[src/rtl/fetch_stage_pkg.sv]
`default_nettype none
// ============================================================================
// Module   : fetch_stage_pkg
// Brief    : Shared processor definitions: fetch FSM encoding, bubble
//            instruction, default reset PC and address helpers.
// Revision : 1.0 - initial release
// ============================================================================
package fetch_stage_pkg;

   typedef enum logic [1:0] {
      ST_BOOT   = 2'd0,
      ST_RUN    = 2'd1,
      ST_HALTED = 2'd2
   } fetch_state_t;

   localparam logic [31:0] C_NOP_INSTR = 32'h0000_0013;
   localparam logic [31:0] C_RESET_PC  = 32'h0000_0000;

   function automatic logic [31:0] word_align(input logic [31:0] addr);
      return addr & ~32'h0000_0003;
   endfunction

   function automatic logic is_misaligned(input logic [31:0] addr);
      return (addr & 32'h0000_0003) != 32'h0000_0000;
   endfunction

endpackage
`default_nettype wire

[src/rtl/fetch_stage_if_id_reg.sv]
`default_nettype none
// ============================================================================
// Module   : if_id_reg
// Brief    : IF/ID pipeline register with flush, hold and load controls.
//            Flush wins over hold, hold wins over load.
// Revision : 1.0 - initial release
// ============================================================================
module if_id_reg
   import fetch_stage_pkg::*;
#(
   parameter logic [31:0] NOP_INSTR = C_NOP_INSTR
) (
   input  logic        clk,
   input  logic        reset,
   input  logic        i_load,
   input  logic        i_flush,
   input  logic        i_hold,
   input  logic [31:0] i_pc,
   input  logic [31:0] i_instr,
   output logic        o_valid,
   output logic [31:0] o_pc,
   output logic [31:0] o_instr
);

   logic        r_valid;
   logic [31:0] r_pc;
   logic [31:0] r_instr;

   // A flush keeps the old PC; only validity and the instruction word change.
   always_ff @(posedge clk or negedge reset) begin
      if (!reset) begin
         r_valid <= 1'b0;
         r_pc    <= 32'h0000_0000;
         r_instr <= NOP_INSTR;
      end else if (i_flush) begin
         r_valid <= 1'b0;
         r_instr <= NOP_INSTR;
      end else if (i_load && !i_hold) begin
         r_valid <= 1'b1;
         r_pc    <= i_pc;
         r_instr <= i_instr;
      end
   end

   assign o_valid = r_valid;
   assign o_pc    = r_pc;
   assign o_instr = r_instr;

endmodule
`default_nettype wire

[src/rtl/fetch_stage.sv]
`default_nettype none
// ============================================================================
// Module   : fetch_stage
// Brief    : Instruction fetch stage: PC register, BOOT/RUN/HALTED control
//            FSM, redirect handling, sticky fault flag and IF/ID register.
// Revision : 1.0 - initial release
// ============================================================================
module fetch_stage
   import fetch_stage_pkg::*;
#(
   parameter logic [31:0] RESET_PC   = C_RESET_PC,
   parameter int unsigned IMEM_BYTES = 32,
   parameter logic [31:0] NOP_INSTR  = C_NOP_INSTR
) (
   input  logic        clk,
   input  logic        reset,
   output logic [31:0] imem_pc,
   input  logic [31:0] imem_instr,
   input  logic        stall,
   input  logic        redirect_valid,
   input  logic [31:0] redirect_pc,
   input  logic        halt_req,
   output logic        id_valid,
   output logic [31:0] id_pc,
   output logic [31:0] id_instr,
   output logic        fetch_fault,
   output logic        halted
);

   localparam logic [31:0] C_LAST_PC = 32'(IMEM_BYTES - 32'd4);

   fetch_state_t r_state;
   fetch_state_t w_state_next;
   logic [31:0]  r_pc;
   logic [31:0]  w_pc_next;
   logic         r_fault;
   logic         w_fault_next;
   logic         w_load;
   logic         w_flush;
   logic         w_hold;

   always_ff @(posedge clk or negedge reset) begin
      if (!reset) begin
         r_state <= ST_BOOT;
         r_pc    <= RESET_PC;
         r_fault <= 1'b0;
      end else begin
         r_state <= w_state_next;
         r_pc    <= w_pc_next;
         r_fault <= w_fault_next;
      end
   end

   // Redirect is checked ahead of the state decode so it overrides stall,
   // halt_req and the HALTED state alike.
   always_comb begin
      w_state_next = r_state;
      w_pc_next    = r_pc;
      w_fault_next = r_fault;
      w_load       = 1'b0;
      w_flush      = 1'b0;

      if (redirect_valid) begin
         w_pc_next    = word_align(redirect_pc);
         w_flush      = 1'b1;
         w_state_next = ST_RUN;
         if (is_misaligned(redirect_pc)) begin
            w_fault_next = 1'b1;
         end
      end else begin
         case (r_state)
            ST_BOOT: begin
               w_state_next = ST_RUN;
            end
            ST_RUN: begin
               if (stall) begin
                  w_state_next = ST_RUN;
               end else if (r_pc > C_LAST_PC) begin
                  w_flush      = 1'b1;
                  w_fault_next = 1'b1;
                  w_state_next = ST_HALTED;
               end else if (halt_req) begin
                  w_flush      = 1'b1;
                  w_state_next = ST_HALTED;
               end else begin
                  w_load    = 1'b1;
                  w_pc_next = r_pc + 32'd4;
               end
            end
            ST_HALTED: begin
               w_state_next = ST_HALTED;
            end
            default: begin
               w_state_next = ST_BOOT;
            end
         endcase
      end
   end

   assign w_hold = !(w_load || w_flush);

   if_id_reg #(
      .NOP_INSTR (NOP_INSTR)
   ) u_if_id_reg (
      .clk     (clk),
      .reset   (reset),
      .i_load  (w_load),
      .i_flush (w_flush),
      .i_hold  (w_hold),
      .i_pc    (r_pc),
      .i_instr (imem_instr),
      .o_valid (id_valid),
      .o_pc    (id_pc),
      .o_instr (id_instr)
   );

   assign imem_pc     = r_pc;
   assign fetch_fault = r_fault;
   assign halted      = (r_state == ST_HALTED);

endmodule
`default_nettype wire

[config.mk]
export PLATFORM = sky130hd
export DESIGN_NAME = fetch_stage
export DESIGN_NICKNAME = d
export VERILOG_FILES = /design/src/rtl/fetch_stage_pkg.sv /design/src/rtl/fetch_stage_if_id_reg.sv /design/src/rtl/fetch_stage.sv
export SDC_FILE = /design/constraint.sdc
export NUM_CORES = 1
export LEC_CHECK = 0
export ABC_AREA = 0
export CAP_MARGIN = 20
export CORE_ASPECT_RATIO = 0.5
export CORE_MARGIN = 2
export CORE_UTILIZATION = 45
export DETAILED_ROUTE_END_ITERATION = 6
export GPL_TIMING_DRIVEN = 0
export HOLD_SLACK_MARGIN = 0.06
export PLACE_DENSITY = 0.86
export SLEW_MARGIN = 10
export SYNTH_ARGS = -nofsm -noshare
export SYNTH_HDL_FRONTEND = slang
export SYNTH_SLANG_ARGS = --single-unit
[constraint.sdc]
create_clock -name clk -period 2.7 [get_ports clk]
set_clock_uncertainty 0.05 [all_clocks]
set_input_delay 0.54 -clock clk [delete_from_list [all_inputs] [get_ports clk]]
set_output_delay 0.54 -clock clk [all_outputs]
set_load 0.02 [all_outputs]
Word-level counts from Yosys, hierarchy flattened
Cells that the tools add are included.
Widths: inputs -> output; s select.
- eq/ne operators: 7
- multiplexer cells: 29
- reduce and logical (&&, ||, !) cells: 10
- bitwise logic cells: 1
- magnitude comparators: 1
- add/sub/neg operators: 1
- operators by type and width (cell ; count):
    $mux 32 ; 7
    $add 32x3->32 const B ; 1
    $gt 32x5->1 const B ; 1
    $reduce_bool 32->1 ; 1
    $mux 1 ; 17
    $mux 2 ; 4
    $reduce_and 4->1 ; 2
    $pmux 2 s3 ; 1
    $reduce_bool 2->1 ; 3
    $ne 5x5->1 const B ; 1
    $ne 2x1->1 const B ; 2
    $ne 2x2->1 const B ; 2
    $eq 2x1->1 const B ; 1
    $eq 2x2->1 const B ; 1
    $logic_not 2->1 ; 1
    $reduce_and 2->1 ; 1
    $logic_and 1x1->1 ; 1
    $logic_or 1x1->1 ; 1
    $not 1->1 ; 1
- output and inout bits: 99
- logic and storage cells: 55
- bits of input ports: 69
- bits in registers: 100

Longest topological paths before layout
- depth in word-level cells: 9
- gate-level depth with buffers: 6
- mapped depth without buffers: 4

Modules after synthesis
A second synthesis with hierarchy kept.
- cells, all modules: 327
- area, all modules: 4189.0 µm²
- modules (own cells, without submodules) (module ; instances ; seq. area each (µm²) ; area an instance (µm²) ; cells each):
    if_id_reg ; 1 ; 1630.3 ; 2682.6 ; 213
    fetch_stage ; 1 ; 825.8 ; 1506.4 ; 114

Least setup slack after synthesis
OpenSTA, ideal clock, no wires.
- kind: register -> register
- start: reg r_pc[20] (netlist: imem_pc[20])
- end: reg u_if_id_reg.r_pc[2] (netlist: u_if_id_reg.o_pc[2])
- path buffers: 1
- setup time: 0.125 ns
- data required time: 2.525 ns
- clock period less this slack: 1.965 ns
- stages on the path, launching flop included: 6
- setup slack: 0.735 ns
- data arrival time: 1.790 ns
- cell sequence: dfrtp_1 -> nor4_2 -> nand4_2 -> or3_1 -> buf_6 -> mux2_4
- cells in the longest elaborated chain, start to end: 8
- elaborated cells between the ends (all ways): 13
- RTL lines (item ; line ; RTL):
    start, declared ; fetch_stage.sv:34 ; logic [31:0] r_pc;
    start signal, assigned ; fetch_stage.sv:49 ; r_pc <= w_pc_next;
    $gt 32x5->1 * ; fetch_stage.sv:78 ; end else if (r_pc > C_LAST_PC) begin
    $mux 1 ; fetch_stage.sv:78 ;
    $mux 1 ; fetch_stage.sv:76 ; if (stall) begin
    $mux 1 ; fetch_stage.sv:71 ; case (r_state)
    $mux 1 ; fetch_stage.sv:63 ; if (redirect_valid) begin
    $logic_or 1x1->1 ; fetch_stage.sv:100 ; assign w_hold = !(w_load || w_flush);
    $logic_and 1x1->1 ; fetch_stage_if_id_reg.sv:38 ; end else if (i_load && !i_hold) begin
    $reduce_and 2->1 (no line) * ; -- ;
    end signal, assigned ; fetch_stage_if_id_reg.sv:40 ; r_pc <= i_pc;
    end, declared ; fetch_stage_if_id_reg.sv:26 ; logic [31:0] r_pc;
Mark *: on every way between the ends. The rest lies on a longest branch, timed or not.
A chain may end at the register's enable or synchronous reset.

Worst setup path in the final report
- start: in stall
- end: reg u_if_id_reg.r_instr[21] (netlist: u_if_id_reg.o_instr[21])
- cells in the longest elaborated chain, start to end: 6
- elaborated cells between the ends (all ways): 10
- RTL lines (item ; line ; RTL):
    start, declared ; fetch_stage.sv:19 ; input logic stall,
    $mux 1 ; fetch_stage.sv:76 ;
    $mux 1 ; fetch_stage.sv:71 ;
    $mux 1 ; fetch_stage.sv:63 ;
    $logic_or 1x1->1 ; fetch_stage.sv:100 ;
    $logic_and 1x1->1 ; fetch_stage_if_id_reg.sv:38 ;
    $reduce_bool 2->1 (no line) ; -- ;
    end signal, assigned ; fetch_stage_if_id_reg.sv:41 ; r_instr <= i_instr;
    end, declared ; fetch_stage_if_id_reg.sv:27 ; logic [31:0] r_instr;
Several ways; a longest one is shown, not always the timed one.

==> results.yml <==
outcome:
  status: "completed"
power:
  p_switching_mw: 0.779
  power_leakage_nw: 2.55
  p_comb_share_pct: 12.0
  finalPower_mw: 3.40
  pwr-share-seq_pct: 45.5
  p_int_mw: 2.62
  p_sw_share_pct: 22.9
  power_frac_clock_pct: 42.5
  cellPowerDensity_nw_per_um2: 578
  irDropWorstVdd_mv: 0.360
logic_synthesis:
  netlist_instances: 262
  yosysUniqueCellTypes: 38
  synthFlopType: "dfrtp_1"
  ys_seq_area_share_pct: 64.6
  syn_avg_cell_area_um2: 14.2
  synth_edf_count: 0
  ys_seq_elements: 96
  async_flop_share_pct: 100
  synth_area_um2: 3730
  yosys_warnings: 0
clocking:
  cts_setup_buffers: 0
  cts.path.max_buffers: 2
  cts.htree.levels: 3
  clk_pin_slew_worst_paths_ns: 0.07
  cts_made_buffers: 9
  cts.sinks: 96
  cts_tree: "built"
  cts_resized: 0
  cts_hold_buffers: 0
  cts_root_buffer: "clkbuf_16"
  clk_latency_ns: 0.34
global_route:
  grt_pass1_vias: 2821
  grt_max_degree: 66
  grt_pass1_wl_um: 15000
  grt-ovfl-total: 0
  grt_usage_pct: 22.0
  antenna_found_initial: 0
sta:
  clock.fmax_mhz: 425
  slew_viol_final: 0
  rsz0062_at_grt: "no"
  layout_min_cycle_time_ns: 2.35
  fin_crit_sh_pct: 87.1
  worstMarginPinSlew_ns: 0.552
  hold_viol: 0
  max_slew_margin_pct: 63.2
  finalSetupViolCount: 0
critical_path:
  crit_type: "in -> reg"
  end_kind: "flip-flop"
  critPathLaunchType: "input pin"
  cp_max_fo: 10
  cp.arrival_ns: 2.58
  timing.rr.start: "imem_pc[24]$_DFFE_PN0P_"
  r2r_slack_ns: 0.57
  path_cells: "clkdlybuf4s50_1 > nor3b_2 > nand4_2 > nor3_1 > buf_2 > buf_2 > a22o_1"
  max_stage_delay_ns: 0.46
  crit_cells: 7
  crit_top_cell: "buf_2"
  cpMaxStageDelayCell: "clkdlybuf4s50_1"
  critical_path.top_delay_family: "buffers and inverters"
  worstPathBufferInverterCount: 3
  timing.rr.end: "u_if_id_reg.o_instr[21]$_DFFE_PN0P_"
  critPathRequiredTime_ns: 2.93
  ff2ff_path_depth: 6
floorplanning:
  ios: 168
  die_h_um: 68.3
  dieArea_um2: 9070
  start_util_pct: 46.4
  core_um2: 8030
  num_rows: 23
  die-width_um: 133
layout:
  fin_util_pct: 73.2
  num-nets-final: 510
  drive_gt1_share_pct: 16.0
  fill_cells: 542
  area_growth_pct: 57.8
  diodes: 0
detailed_routing:
  wl_per_cell_um: 17.5
  dr.pass1.iters: 4
  num_vias: 2819
  drtIter0Drc: 126
  drc: 0
  drt_wl_total_um: 9720
  ant_nets: 0
  routed_via_density: 5.06
place:
  io_buffers: 163
  dp_hpwl_um: 7030
  place_congestion: 0.790
worst_hold_path:
  hold_class: "in -> async"
run:
  cap_viol_max_count: 0
## power groups by stage
stage | logic [mW] | registers (mW) | clock network [mW]
after floorplan | 0.104 | 1.62 | 0
after global placement | 0.397 | 1.57 | 0
after detailed placement | 0.409 | 1.57 | 0
after CTS | 0.412 | 1.55 | 1.47
after global routing | 0.434 | 1.55 | 1.54
final | 0.408 | 1.55 | 1.44
## layout make-up
| cell class | count | area, um2 | area share, % |
|---|---|---|---|
| buffer | 18 | 116 | 1.98 |
| tap | 112 | 140 | 2.38 |
| inverter | 3 | 11.3 | 0.192 |
| timing repair buffer | 164 | 1660 | 28.2 |
| multi-input combinational | 148 | 1200 | 20.5 |
| clock buffer | 9 | 225 | 3.83 |
| clock inverter | 7 | 119 | 2.02 |
| sequential | 96 | 2410 | 40.9 |
## cells in the final DEF (no fill, tap or decap), drive strengths merged
| master | netlist | routed |
|---|---|---|
| a22o | 29 | 29 |
| nand3 | 3 | 3 |
| inv | 3 | 4 |
| mux2 | 29 | 29 |
| nand2 | 4 | 4 |
| o22a | 3 | 3 |
| dfstp | 3 | 3 |
| nor4 | 9 | 9 |
| clkdlybuf4s50 | 0 | 162 |
| nor2 | 9 | 9 |
| clkinv | 0 | 1 |
| nand2b | 1 | 1 |
| buf | 11 | 13 |
| clkinvlp | 0 | 2 |
| or2 | 1 | 1 |
| ha | 1 | 1 |
| nor4b | 1 | 1 |
| o21ai | 3 | 3 |
| or3 | 3 | 3 |
| or4 | 4 | 4 |
| bufinv | 0 | 3 |
| nor3 | 2 | 2 |
| conb | 1 | 4 |
| o31ai | 1 | 1 |
| nand4 | 3 | 3 |
| a31oi | 1 | 1 |
| a21oi | 3 | 3 |
| a2bb2oi | 1 | 1 |
| dfrtp | 93 | 93 |
| nand4b | 1 | 1 |
| clkbuf | 7 | 16 |
| nor2b | 1 | 1 |
| nor3b | 2 | 2 |
| and2 | 27 | 27 |
| o211ai | 2 | 2 |
## cells by family after synthesis
logic type                 Yosys count  share of synthesized area (%)
DFF                                 96                           64.6
and+or+nand+nor                     71                           13.2
AOI/OAI and AO/OA                   43                           9.34
muxes                               29                           9.07
buffers and inverters               21                           3.43
adders and majority gates            1                          0.336
other                                1                          0.101
## metal layers
layer / share of wire (%) / routed length (um) / GRT usage (%)
met1: 41 / 3970 / 27.0
met4: 1.7 / 164 / 6.99
met3: 4.3 / 417 / 6.07
met2: 53 / 5170 / 38.7
met5: 0 / 0 / 0
## worst max-delay path by stage
stage / start / end / slack [ns]
6_report: stall / u_if_id_reg.o_instr[21]$_DFFE_PN0P_ / 0.35
4_1_cts: stall / u_if_id_reg.o_instr[21]$_DFFE_PN0P_ / 0.37
5_1_grt: stall / u_if_id_reg.o_instr[22]$_DFFE_PN0P_ / 0.17
3_3_place_gp: reset / u_if_id_reg.o_pc[25]$_DFFE_PN0P_ / -2.41
2_1_floorplan: imem_pc[20]$_DFFE_PN0P_ / u_if_id_reg.o_pc[2]$_DFFE_PN0P_ / 0.73
3_5_place_dp: stall / u_if_id_reg.o_instr[26]$_DFFE_PN0P_ / 0.04
## synthesized netlist by cell type (2+ instances only)
library cell,count,share of area (%)
nand4_2,2,0.67
or4_1,4,0.81
mux2_2,26,7.9
inv_1,3,0.30
o21ai_0,3,0.40
and2_1,27,4.5
nor4_1,3,0.50
buf_6,4,1.2
nand2_1,4,0.40
dfstp_2,3,2.1
nor3_1,2,0.27
nand3_1,3,0.40
mux2_4,3,1.2
buf_2,3,0.40
buf_4,4,0.81
dfrtp_1,93,62
clkbuf_1,7,0.71
o22a_1,3,0.71
or3_1,3,0.50
nor4_4,2,1.1
a21oi_1,3,0.40
nor4_2,4,1.3
a22o_1,29,6.8
o211ai_1,2,0.40
nor2_1,9,0.91
## flip-flops by register name, indices dropped and copies added (netlist names)
| name | flops |
|---|---|
| imem_pc | 30 |
| fetch_fault | 1 |
| u_if_id_reg.o_valid | 1 |
| u_if_id_reg.o_pc | 30 |
| u_if_id_reg.o_instr | 32 |
| r_state | 2 |
## per-stage QoR
| stage | instances | worst slack, ns | area, um2 | setup TNS [ns] | hold slack, ns |
|---|---|---|---|---|---|
| 6_report | 557 | 0.347 | 5880 | 0 | 0.0859 |
| 5_1_grt | 557 | 0.167 | 5880 | 0 | 0.104 |
| 4_1_cts | 557 | 0.373 | 5880 | 0 | 0.0883 |
| 2_1_floorplan | 265 | 0.735 | 3740 | 0 | 0.194 |
| 3_5_place_dp | 541 | 0.0354 | 5530 | 0 | 0.420 |
| 3_3_place_gp | 540 | -2.41 | 5510 | -227.53 | 0.407 |
No activity file was read; power rests on OpenSTA's default activity.
==> patch, RTL diff (config.mk and constraints unchanged) <==
Re-encode `fetch_state_t` (3 states) as one-hot, 3 bits wide.
--- a/src/rtl/fetch_stage_pkg.sv
+++ b/src/rtl/fetch_stage_pkg.sv
@@ -8,8 +8,8 @@
 package fetch_stage_pkg;
 
-   typedef enum logic [1:0] {
-      ST_BOOT   = 2'd0,
-      ST_RUN    = 2'd1,
-      ST_HALTED = 2'd2
+   typedef enum logic [2:0] {
+      ST_BOOT   = 3'b001,
+      ST_RUN    = 3'b010,
+      ST_HALTED = 3'b100
    } fetch_state_t;
 
Function: no difference found for any inputs over 4 cycles, from zero or initial values and one cycle with reset low; so few cycles prove little.
==> patch against the original RTL <==
Area after synthesis fell by 1.3%. Cell area fell by 1.5%. Routed wire length fell by 0.23%. Power fell by 5.4%. Utilization fell by 0.60 points. Worst setup slack got worse by 3.1 ps. First-iteration DRC count rose by 86%. Sequential cell count rose by 1. Cell count fell by 0.18%.
==> patch: results (changes against the original RTL) <==
* Outcome: completed (unchanged)
* Fillers at 531 (was 542)
* RePlAce Congestion at 0.7449 (was 0.7902)
* Worst Path Max Fanout at 5 (was 10)
* Placed cells at 539 (was 541)
* GRT Util Overall at 21.96% (about the same)
* RR Startpoint: imem_pc[16] (was imem_pc[24])
* Drt wl/cell at 17.44 um (was 17.45 um)
* VDD IR max at 341.6 uV (was 359.9 uV)
* R2R cell count at 5 (was 6)
* Drt first pass iters at 4 (unchanged)
* Multiplexer area fraction after synthesis at 9.150% (was 9.066%)
* Sw Share at 24.83% (was 22.90%)
* Xor/xnor share of the synthesized area at 0.2381% (was 0%)
* TritonCTS Buffers at 9 (unchanged)
* Critical Path AT at 1770 ps (was 2580 ps)
* Initial DRC Count at 234 (was 126)
* Worst setup path end: halted (was u_if_id_reg.o_instr[21])
* Crit path max-delay family: buffers and inverters (unchanged)
* Critical Path Start: r_state[1] (was stall)
* Max Buffers Root-to-Sink at 2 (unchanged)
* Gate Count Post-Synth at 261 (was 262)
* Placed inst area at 5477 um^2 (was 5534 um^2)
* Layout cells sized above 1 at 14.86% (was 15.96%)
* Max FFs per register at 32 (unchanged)
* Pre-CTS WS at -104.2 ps (was 35.42 ps)
* Top cells by area, synth: dfrtp_1, mux2_2, a22o_1 (unchanged)
* Worst-margin pin slew at 581.6 ps (was 551.9 ps)
* Crit-path max cell delay at 690 ps (was 460 ps)
* Hold WS at 140.4 ps (was 85.90 ps)
* Compound-Gate Fraction of Synth Area at 9.830% (was 9.335%)
* Final WL at 9699 um (was 9721 um)
* Distinct cell type count after synthesis at 38 (unchanged)
* Synth warnings at 0 (unchanged)
* Final Power at 3.216 mW (was 3.399 mW)
* Vias/cell at 5.022 (was 5.061)
* Worst reg-to-reg setup slack at 530 ps (was 570 ps)
* Vias in the first global route at 2823 (was 2821)
* Final Critical Period at 2356 ps (was 2353 ps)
* Number of port buffers at 162 (was 163)
* Post-synth top cells: dfrtp_1, a22o_1, mux2_2 (was dfrtp_1, a22o_1, and2_1)
* First-pass GRT wire length at 15080 um (was 15040 um)
* Leak at 2.576 nW (was 2.547 nW)
* Dpl hpwl at 7047 um (was 7032 um)
* Post-synthesis adder-cell area fraction at 0.3401% (was 0.3358%)
* CP max stage cell: clkdlybuf4s50_1 (unchanged)
* Largest net degree at the start of global routing at 55 (was 66)
* Worst r2r dst: u_if_id_reg.o_pc[3] (was u_if_id_reg.o_instr[21])
* Final #Nets at 509 (was 510)
* Post-synthesis sequential area ratio at 66.12% (was 64.57%)
* Logic gate share of total power at 13.1% (was 12.0%)
* Reg area at 2432 um^2 (was 2406 um^2)
## patch: metal layers
metal | share of wire [%] | GRT usage (%) | vias to the layer above | wire length, um
li1 | - | - | 1278 | -
met1 | 41 | 27.29 | 1413 | 3979
met2 | 53 | 38.93 | 78 | 5094
met3 | 3.9 | 4.519 | 23 | 375
met4 | 2.6 | 8.832 | 0 | 249
met5 | 0 | 0 | - | 0
## patch: layout make-up
class | count | area share, %
repair buffers | 164 | 28.79
inverters | 6 | 0.3891
plain buffers | 17 | 1.924
well taps | 112 | 2.421
multi-input cells | 144 | 19.41
clock inverters | 5 | 0.6701
flip-flops and latches | 97 | 42.02
clock buffers | 11 | 4.367
## patch: worst register-to-register path, delay by kind of cell (launching register included)
family / cells / cell delay, ps
simple gates: 3 / 1110
buf+inv: 1 / 170
mux: 1 / 340
flops: 1 / 400
## patch: cells by family after synthesis
group / after synthesis
fa+ha+maj: 1
simple gates: 63
mux: 30
xor+xnor: 1
buf+inv: 23
compound gates: 45
other cells: 1
flops: 97
